`src/rtl/bz_pkg.sv`:
```
// Shared types and sizing helpers for the BZ flit deserializer.
//   W       : output word width at default parameters
//   NFLITS  : flits needed to fill one output word
//   flit_t  : {tail, payload} layout of one input flit
package bz_pkg;

    localparam int unsigned NPC_CODE = 8;
    localparam int unsigned NPC_DATA = 24;
    localparam int unsigned NBD_DATA = 10;
    localparam int unsigned W        = NPC_CODE + NPC_DATA;

    // Number of flits required to cover a w-bit word with nb-bit payloads.
    function automatic int unsigned nflits_f(input int unsigned w, input int unsigned nb);
        return (w + nb - 1) / nb;
    endfunction

    localparam int unsigned NFLITS = nflits_f(W, NBD_DATA);

    typedef struct packed {
        logic                tail;
        logic [NBD_DATA-1:0] payload;
    } flit_t;

    typedef enum logic [1:0] {ARB, ASM, DRAIN} asm_state_e;

    typedef enum logic [1:0] {O_IDLE, O_V, O_WAITLOW} out_state_e;

endpackage

```
`src/rtl/bz_rr_arbiter.sv`:
```
// Round-robin lane select with a registered priority pointer.
//   clk, reset     : clock, synchronous active-high reset
//   req_i          : per-lane request (FIFO not empty)
//   advance_i      : move pointer to lane_i+1 (mod NUM_IN)
//   lane_i         : lane that just finished a packet
//   grant_o        : first requesting lane at or above the pointer (combinational)
//   grant_valid_o  : some lane is requesting (combinational)
module bz_rr_arbiter #(
    parameter int unsigned NUM_IN = 2
) (
    input  logic                                          clk,
    input  logic                                          reset,
    input  logic [NUM_IN-1:0]                             req_i,
    input  logic                                          advance_i,
    input  logic [((NUM_IN > 1) ? $clog2(NUM_IN) : 1)-1:0] lane_i,
    output logic [((NUM_IN > 1) ? $clog2(NUM_IN) : 1)-1:0] grant_o,
    output logic                                          grant_valid_o
);

    localparam int unsigned SW = (NUM_IN > 1) ? $clog2(NUM_IN) : 1;

    logic [SW-1:0] ptr_q, ptr_d;

    // Scan from the pointer upward with wrap; first requester wins.
    always_comb begin
        int unsigned   s;
        logic [SW-1:0] idx;
        grant_o       = '0;
        grant_valid_o = 1'b0;
        s             = 0;
        idx           = '0;
        for (int unsigned i = 0; i < NUM_IN; i++) begin
            s = 32'(ptr_q) + i;
            if (s >= NUM_IN) s = s - NUM_IN;
            idx = SW'(s);
            if (!grant_valid_o && req_i[idx]) begin
                grant_o       = idx;
                grant_valid_o = 1'b1;
            end
        end
    end

    always_comb begin
        ptr_d = ptr_q;
        if (advance_i) begin
            ptr_d = (lane_i == SW'(NUM_IN - 1)) ? '0 : SW'(lane_i + 1'b1);
        end
    end

    always_ff @(posedge clk) begin
        if (reset) ptr_q <= '0;
        else       ptr_q <= ptr_d;
    end

endmodule

```
`src/rtl/bz_deserializer_rr.sv`:
```
// Reassembles wormhole flit packets from NUM_IN show-ahead FIFOs into one
// output word, with packet-granular round-robin, overlong drop and a
// hold buffer that overlaps assembly with the 4-phase output handshake.
//   clk, reset        : clock, synchronous active-high reset
//   isempty, data_in  : per-FIFO empty flag and head flit {tail, payload}
//   rdreq             : per-FIFO pop (one-hot or zero)
//   PC_out_channel_*  : output channel, v/d driven, a received
//   PC_out_src        : source lane of d
//   err_pulse         : one-cycle pulse per overlong packet
//   err_count         : saturating overlong-packet count
module bz_deserializer_rr
    import bz_pkg::*;
#(
    parameter int unsigned NPCcode = 8,
    parameter int unsigned NPCdata = 24,
    parameter int unsigned NBDdata = 10,
    parameter int unsigned NUM_IN  = 2,
    parameter int unsigned NERR    = 16
) (
    input  logic                                           clk,
    input  logic                                           reset,
    input  logic [NUM_IN-1:0]                              isempty,
    input  logic [NUM_IN-1:0][NBDdata:0]                   data_in,
    output logic [NUM_IN-1:0]                              rdreq,
    output logic                                           PC_out_channel_v,
    input  logic                                           PC_out_channel_a,
    output logic [NPCcode+NPCdata-1:0]                     PC_out_channel_d,
    output logic [((NUM_IN > 1) ? $clog2(NUM_IN) : 1)-1:0] PC_out_src,
    output logic                                           err_pulse,
    output logic [NERR-1:0]                                err_count
);

    localparam int unsigned OW = NPCcode + NPCdata;
    localparam int unsigned NF = nflits_f(OW, NBDdata);
    localparam int unsigned AW = NF * NBDdata;
    localparam int unsigned SW = (NUM_IN > 1) ? $clog2(NUM_IN) : 1;
    localparam int unsigned IW = (NF > 1) ? $clog2(NF) : 1;

    asm_state_e      st_q, st_d;
    logic [SW-1:0]   lane_q, lane_d;
    logic [IW-1:0]   idx_q, idx_d;
    logic [AW-1:0]   asm_q, asm_d;
    logic            hold_full_q, hold_full_d;
    logic [OW-1:0]   hold_word_q, hold_word_d;
    logic [SW-1:0]   hold_src_q, hold_src_d;
    out_state_e      ost_q, ost_d;
    logic            v_q, v_d;
    logic [OW-1:0]   d_q, d_d;
    logic [SW-1:0]   src_q, src_d;
    logic            err_pulse_q, err_pulse_d;
    logic [NERR-1:0] err_cnt_q, err_cnt_d;

    logic [NUM_IN-1:0]  rdreq_c;
    logic [NBDdata:0]   cur_c;
    logic               cur_tail_c;
    logic [NBDdata-1:0] cur_pay_c;
    logic               hold_free_c, tail_block_c, load_c, adv_c;
    logic [SW-1:0]      grant_c;
    logic               grant_valid_c;

    bz_rr_arbiter #(.NUM_IN(NUM_IN)) u_arb (
        .clk           (clk),
        .reset         (reset),
        .req_i         (~isempty),
        .advance_i     (adv_c),
        .lane_i        (lane_q),
        .grant_o       (grant_c),
        .grant_valid_o (grant_valid_c)
    );

    assign cur_c      = data_in[lane_q];
    assign cur_tail_c = cur_c[NBDdata];
    assign cur_pay_c  = cur_c[NBDdata-1:0];

    // Hold buffer drains into d this cycle, so a tail may refill it.
    assign hold_free_c  = (ost_q == O_IDLE) && hold_full_q;
    assign tail_block_c = cur_tail_c && hold_full_q && !hold_free_c;

    // Assembly FSM: arbitrate, collect flits, or drain an overlong packet.
    always_comb begin
        st_d        = st_q;
        lane_d      = lane_q;
        idx_d       = idx_q;
        asm_d       = asm_q;
        rdreq_c     = '0;
        load_c      = 1'b0;
        adv_c       = 1'b0;
        err_pulse_d = 1'b0;
        err_cnt_d   = err_cnt_q;
        case (st_q)
            ARB: begin
                if (grant_valid_c) begin
                    lane_d = grant_c;
                    idx_d  = '0;
                    asm_d  = '0;
                    st_d   = ASM;
                end
            end
            ASM: begin
                if (!isempty[lane_q] && !tail_block_c) begin
                    rdreq_c[lane_q]                          = 1'b1;
                    asm_d[int'(idx_q) * NBDdata +: NBDdata] = cur_pay_c;
                    idx_d                                    = IW'(idx_q + 1'b1);
                    if (cur_tail_c) begin
                        load_c = 1'b1;
                        adv_c  = 1'b1;
                        st_d   = ARB;
                    end else if (idx_q == IW'(NF - 1)) begin
                        err_pulse_d = 1'b1;
                        if (err_cnt_q != '1) err_cnt_d = err_cnt_q + NERR'(1);
                        st_d = DRAIN;
                    end
                end
            end
            DRAIN: begin
                if (!isempty[lane_q]) begin
                    rdreq_c[lane_q] = 1'b1;
                    if (cur_tail_c) begin
                        adv_c = 1'b1;
                        st_d  = ARB;
                    end
                end
            end
            default: st_d = ARB;
        endcase
    end

    // Hold buffer and 4-phase output channel.
    always_comb begin
        hold_full_d = hold_full_q;
        hold_word_d = hold_word_q;
        hold_src_d  = hold_src_q;
        ost_d       = ost_q;
        v_d         = v_q;
        d_d         = d_q;
        src_d       = src_q;
        if (hold_free_c) hold_full_d = 1'b0;
        if (load_c) begin
            hold_full_d = 1'b1;
            hold_word_d = asm_d[OW-1:0];
            hold_src_d  = lane_q;
        end
        case (ost_q)
            O_IDLE: begin
                if (hold_full_q) begin
                    d_d   = hold_word_q;
                    src_d = hold_src_q;
                    v_d   = 1'b1;
                    ost_d = O_V;
                end
            end
            O_V: begin
                if (PC_out_channel_a) begin
                    v_d   = 1'b0;
                    ost_d = O_WAITLOW;
                end
            end
            O_WAITLOW: begin
                if (!PC_out_channel_a) ost_d = O_IDLE;
            end
            default: ost_d = O_IDLE;
        endcase
    end

    always_ff @(posedge clk) begin
        if (reset) begin
            st_q        <= ARB;
            lane_q      <= '0;
            idx_q       <= '0;
            asm_q       <= '0;
            hold_full_q <= 1'b0;
            hold_word_q <= '0;
            hold_src_q  <= '0;
            ost_q       <= O_IDLE;
            v_q         <= 1'b0;
            d_q         <= '0;
            src_q       <= '0;
            err_pulse_q <= 1'b0;
            err_cnt_q   <= '0;
        end else begin
            st_q        <= st_d;
            lane_q      <= lane_d;
            idx_q       <= idx_d;
            asm_q       <= asm_d;
            hold_full_q <= hold_full_d;
            hold_word_q <= hold_word_d;
            hold_src_q  <= hold_src_d;
            ost_q       <= ost_d;
            v_q         <= v_d;
            d_q         <= d_d;
            src_q       <= src_d;
            err_pulse_q <= err_pulse_d;
            err_cnt_q   <= err_cnt_d;
        end
    end

    // Pops are combinational on the show-ahead head; suppressed in reset.
    assign rdreq            = reset ? '0 : rdreq_c;
    assign PC_out_channel_v = v_q;
    assign PC_out_channel_d = d_q;
    assign PC_out_src       = (NUM_IN == 1) ? '0 : src_q;
    assign err_pulse        = err_pulse_q;
    assign err_count        = err_cnt_q;

endmodule

```
`config.mk`:
```
export PLATFORM = sky130hd
export DESIGN_NAME = bz_deserializer_rr
export DESIGN_NICKNAME = d
export VERILOG_FILES = /design/src/rtl/bz_pkg.sv /design/src/rtl/bz_rr_arbiter.sv /design/src/rtl/bz_deserializer_rr.sv
export SDC_FILE = /design/constraint.sdc
export NUM_CORES = 1
export LEC_CHECK = 0
export BUFFER_PORTS_ARGS = -buffer_cell sky130_fd_sc_hd__buf_2
export CAP_MARGIN = 20
export CORE_ASPECT_RATIO = 1.1
export CORE_MARGIN = 1.5
export CORE_UTILIZATION = 40
export DETAILED_ROUTE_END_ITERATION = 12
export PLACE_DENSITY = 0.55
export SYNTH_ARGS = -nofsm -noshare
export SYNTH_HDL_FRONTEND = slang
export SYNTH_SLANG_ARGS = --single-unit
```
`constraint.sdc`:
```
create_clock -name clk -period 6.1 [get_ports clk]
set_input_delay 0.305 -clock clk [delete_from_list [all_inputs] [get_ports clk]]
set_output_delay 0.305 -clock clk [all_outputs]
set_load 0.02 [all_outputs]
```
==> out/results.tsv <==
stage	metric	value	unit
outcome	status	finished, final reports clean	
place	DP Area	6143	um^2
place	Cells after DPL	884	
yosys	predominant post-synthesis flop cell	dfxtp_1	
cts	CTS Sinks	125	
timing	final-report hold violation count	0	
run	Max-Cap Viols	0	
timing	Fmax	289.8	MHz
floorplan	Die ar.	14990	um^2
yosys	Post-Syn Area	5707	um^2
power	worst vdd ir	0.1409	mV
timing	minimum clock period	3.451	ns
power	sequential power share	39.3	%
floorplan	Initial Util	41.20	%
cts	CTS tree	built	
worst_hold_path	worst hold endpoint	ost_q[0]	
worst_hold_path	Worst Min Path Start	PC_out_channel_a	
floorplan	I/O Pins	80	
yosys	post-synth top area cell	dfxtp_1	
cts	Gates resized, CTS repair	0	
timing	worst slew pin tran	0.9117	ns
finish	post-route cell area	6807	um^2
power	Comb pwr share	13.1	%
setup_path	CP Class	reg2reg	
worst_hold_path	Hold Path Depth	2	
cts	htree depth	4	
floorplan	core area	13850	um^2
cts	CTS Buffer Depth	2	
yosys	Post-synth EDFFs	0	
timing	# setup viols final	0	
drt	per-cell routed wire length	15.99	um
timing	RSZ-0062 raised after global routing	no	
finish	ratio of cells with drive above 1 in the final layout	19.86	%
finish	nets@finish	754	
yosys	Synth Area in Adders	2.193	%
finish	n_diodes	0	
power	Leakage Power	0.002541	uW
finish	area grow syn2layout	19.27	%
yosys	sequential share of the synthesized area	43.85	%
yosys	syn avg cell area	8.607	um^2
timing	final setup margin	2.649	ns
setup_path	R2R Setup Slk	2.65	ns
drt	drt total wl	14.68	mm
place	RePlAce Congestion	0.8689	
cts	hold_buf cts	0	
timing	post-route setup TNS	0	ns
power	clock power share	47.6	%
setup_path	Worst Path Required	6.42	ns
drt	via count	4942	
grt	largest net degree at the start of global routing	89	
grt	All-Layer GR Usage	20.71	%
yosys	asr flop ratio synth	0	%
power	switch share	26.14	%
setup_path	Reg2Reg Depth	6	
yosys	Post-Syn Instances	663	
cts	Num CTS Buffers	17	
power	Int Pwr	1634	uW
cts	CTS root buf	clkbuf_16	
yosys	Area contributors post-synth	dfxtp_1 44%, a21oi_1 6.7%, nor2_1 6.2%	
yosys	mux cell area share after synthesis	6.884	%
yosys	post-synthesis compound-gate area fraction	19.29	%
cts	clock transition at the registers of the reported paths	0.06	ns
yosys	XOR/XNOR Fraction of Synth Area	1.535	%
yosys	top cell type's share of synthesized area	43.85	%
grt	initial antenna violation count	0	
yosys	largest family of logic cells by synthesized area	simple AND/OR/NAND/NOR gates	
drt	First DRT Iteration DRCs	399	
worst_hold_path	worst hold path type	in2reg	
setup_path	Critical R2R Launch	idx_q[0]	
setup_path	WP data arrival	3.77	ns
power	P_sw	578.4	uW
place	post-detail-place hpwl	10.26	mm
grt	GR Overflow Total	0	
cts	# Post-CTS Setup Buffers	0	
timing	Post-Route Skew	0.007145	ns
grt	vias in the first global route	4647	
grt	first-pass GRT wire length	23.94	mm
setup_path	CP Launch Type	register	
setup_path	CP endpoint kind	register	
yosys	Synth cell types	63	
timing	hold slack	0.1280	ns
yosys	Yosys reg bits	125	
floorplan	DIE HEIGHT	128.3	um
timing	Slew headroom	39.14	%
timing	Max Slew Vio Count	0	
setup_path	critical path fanouts, max	24	
drt	Via-to-Cell Ratio	5.383	
yosys	simple-gate share of the synthesized area	21.42	%
floorplan	die width	116.9	um
drt	number of iterations in the first detailed-routing pass	5	
setup_path	Reg-to-Reg End	hold_word_q[12]	
drt	Routed Antenna Nets	0	
floorplan	num rows	45	
yosys	Ys Warns	0	
place	port bufs	79	
power	pwr dens	325.0	nW/um^2
cts	clock latency on the worst-skew pair	0.41	ns
timing	Tcrit/Tclk final	56.57	%
finish	non-filler cells, final	918	
drt	DRC	0	
yosys	syn_nets	700	
place	post-place setup slack	2.724	ns
==> kinds of logic after synthesis <==
group / after synthesis
AOI/OAI and AO/OA: 170
DFF: 125
buffers and inverters: 62
muxes: 28
xor gates and xnor gates: 10
and+or+nand+nor: 258
adders and majority gates: 10
==> cell usage in the layout (no fill, tap or decap), types with 6 or more instances in the layout <==
| master | n |
|---|---|
| a211oi_1 | 28 |
| a21oi_1 | 76 |
| a311oi_1 | 7 |
| buf_2 | 78 |
| clkbuf_16 | 17 |
| dfxtp_1 | 125 |
| ha_1 | 10 |
| inv_1 | 11 |
| mux2_2 | 10 |
| mux2i_1 | 10 |
| mux4_2 | 6 |
| nand2_1 | 76 |
| nand3_1 | 16 |
| nand3b_1 | 7 |
| nand4_1 | 7 |
| nor2_1 | 95 |
| nor3_1 | 15 |
| o21ai_0 | 11 |
| or3_1 | 7 |
| xnor2_1 | 9 |
==> through the flow <==
| step | power (uW) | util (%) |
|---|---|---|
| 5_1_grt | 2306 | 49.14 |
| 4_1_cts | 2230 | 48.80 |
| 3_5_place_dp | 1170 | 44.35 |
| 2_1_floorplan | 1095 | - |
| 6_report | 2212 | 49.14 |
| 3_3_place_gp | 1167 | 44.35 |
==> layer usage <==
metal / wire [um] / vias to the layer above / global-route usage (%)
met5: 0 / - / 0
met4: 306 / 0 / 7.654
met3: 607 / 25 / 5.012
met2: 6916 / 127 / 32.51
met1: 6851 / 2311 / 27.58
li1: - / 2479 / -
==> sequential cells by signal, summed over array words and instances (netlist names) <==
signal            flops
PC_out_channel_d     32
PC_out_channel_v      1
PC_out_src            1
asm_q                32
err_count            16
err_pulse             1
hold_full_q           1
hold_src_q            1
hold_word_q          32
idx_q                 2
lane_q                1
ost_q                 2
st_q                  2
u_arb.ptr_q           1
==> power by group through the flow <==
| stage | registers [uW] | clock network [uW] | logic, uW |
|---|---|---|---|
| final | 870 | 1050 | 289 |
| after global routing | 873 | 1120 | 317 |
| after CTS | 870 | 1080 | 284 |
| after detailed placement | 887 | 0 | 283 |
| after global placement | 886 | 0 | 280 |
| after floorplan | 876 | 0 | 219 |
==> worst max-delay path, cell delays in order, from the launching register on <==
cell,delay (ns)
dfxtp_1,0.92
inv_2,0.28
ha_1,0.78
nand2b_1,0.31
or3_1,0.50
or3_1,0.35
a311oi_1,0.20
==> cell usage after synthesis (5+ instances only) <==
master,instances
ha_1,10
nand4_1,7
mux2_2,10
nand2_1,76
nand3b_1,7
a211oi_1,28
a311oi_1,7
nor2_1,95
a21oi_1,76
o211ai_1,5
or3_1,7
buf_2,10
xnor2_1,9
dfxtp_1,125
mux2i_1,10
clkbuf_1,33
nand3_1,16
o21ai_0,11
inv_1,11
nor2b_1,6
nor3_1,15
and3_1,5
mux4_2,6
==> how the worst max path moves through the flow <==
stage,from,endpoint,slack (ns),cells past startpoint
6_report,idx_q[0],hold_word_q[12],2.65,6
5_1_grt,idx_q[0],hold_word_q[16],2.47,7
4_1_cts,idx_q[0],hold_word_q[16],2.71,7
3_5_place_dp,idx_q[0],hold_word_q[16],2.72,7
3_3_place_gp,idx_q[0],hold_word_q[16],2.83,7
2_1_floorplan,idx_q[0],hold_word_q[17],3.76,9
==> layout make-up <==
| type | instances | area [um^2] |
|---|---|---|
| fillers | 1425 | 7044 |
| multi-input cells | 476 | 2933 |
| flip-flops and latches | 125 | 2502 |
| repair buffers | 85 | 475.5 |
| clock buffers | 20 | 446.7 |
| well taps | 188 | 235.2 |
| clock inverters | 12 | 168.9 |
| inverters | 12 | 45.04 |
(Power assumes the default switching activity.)
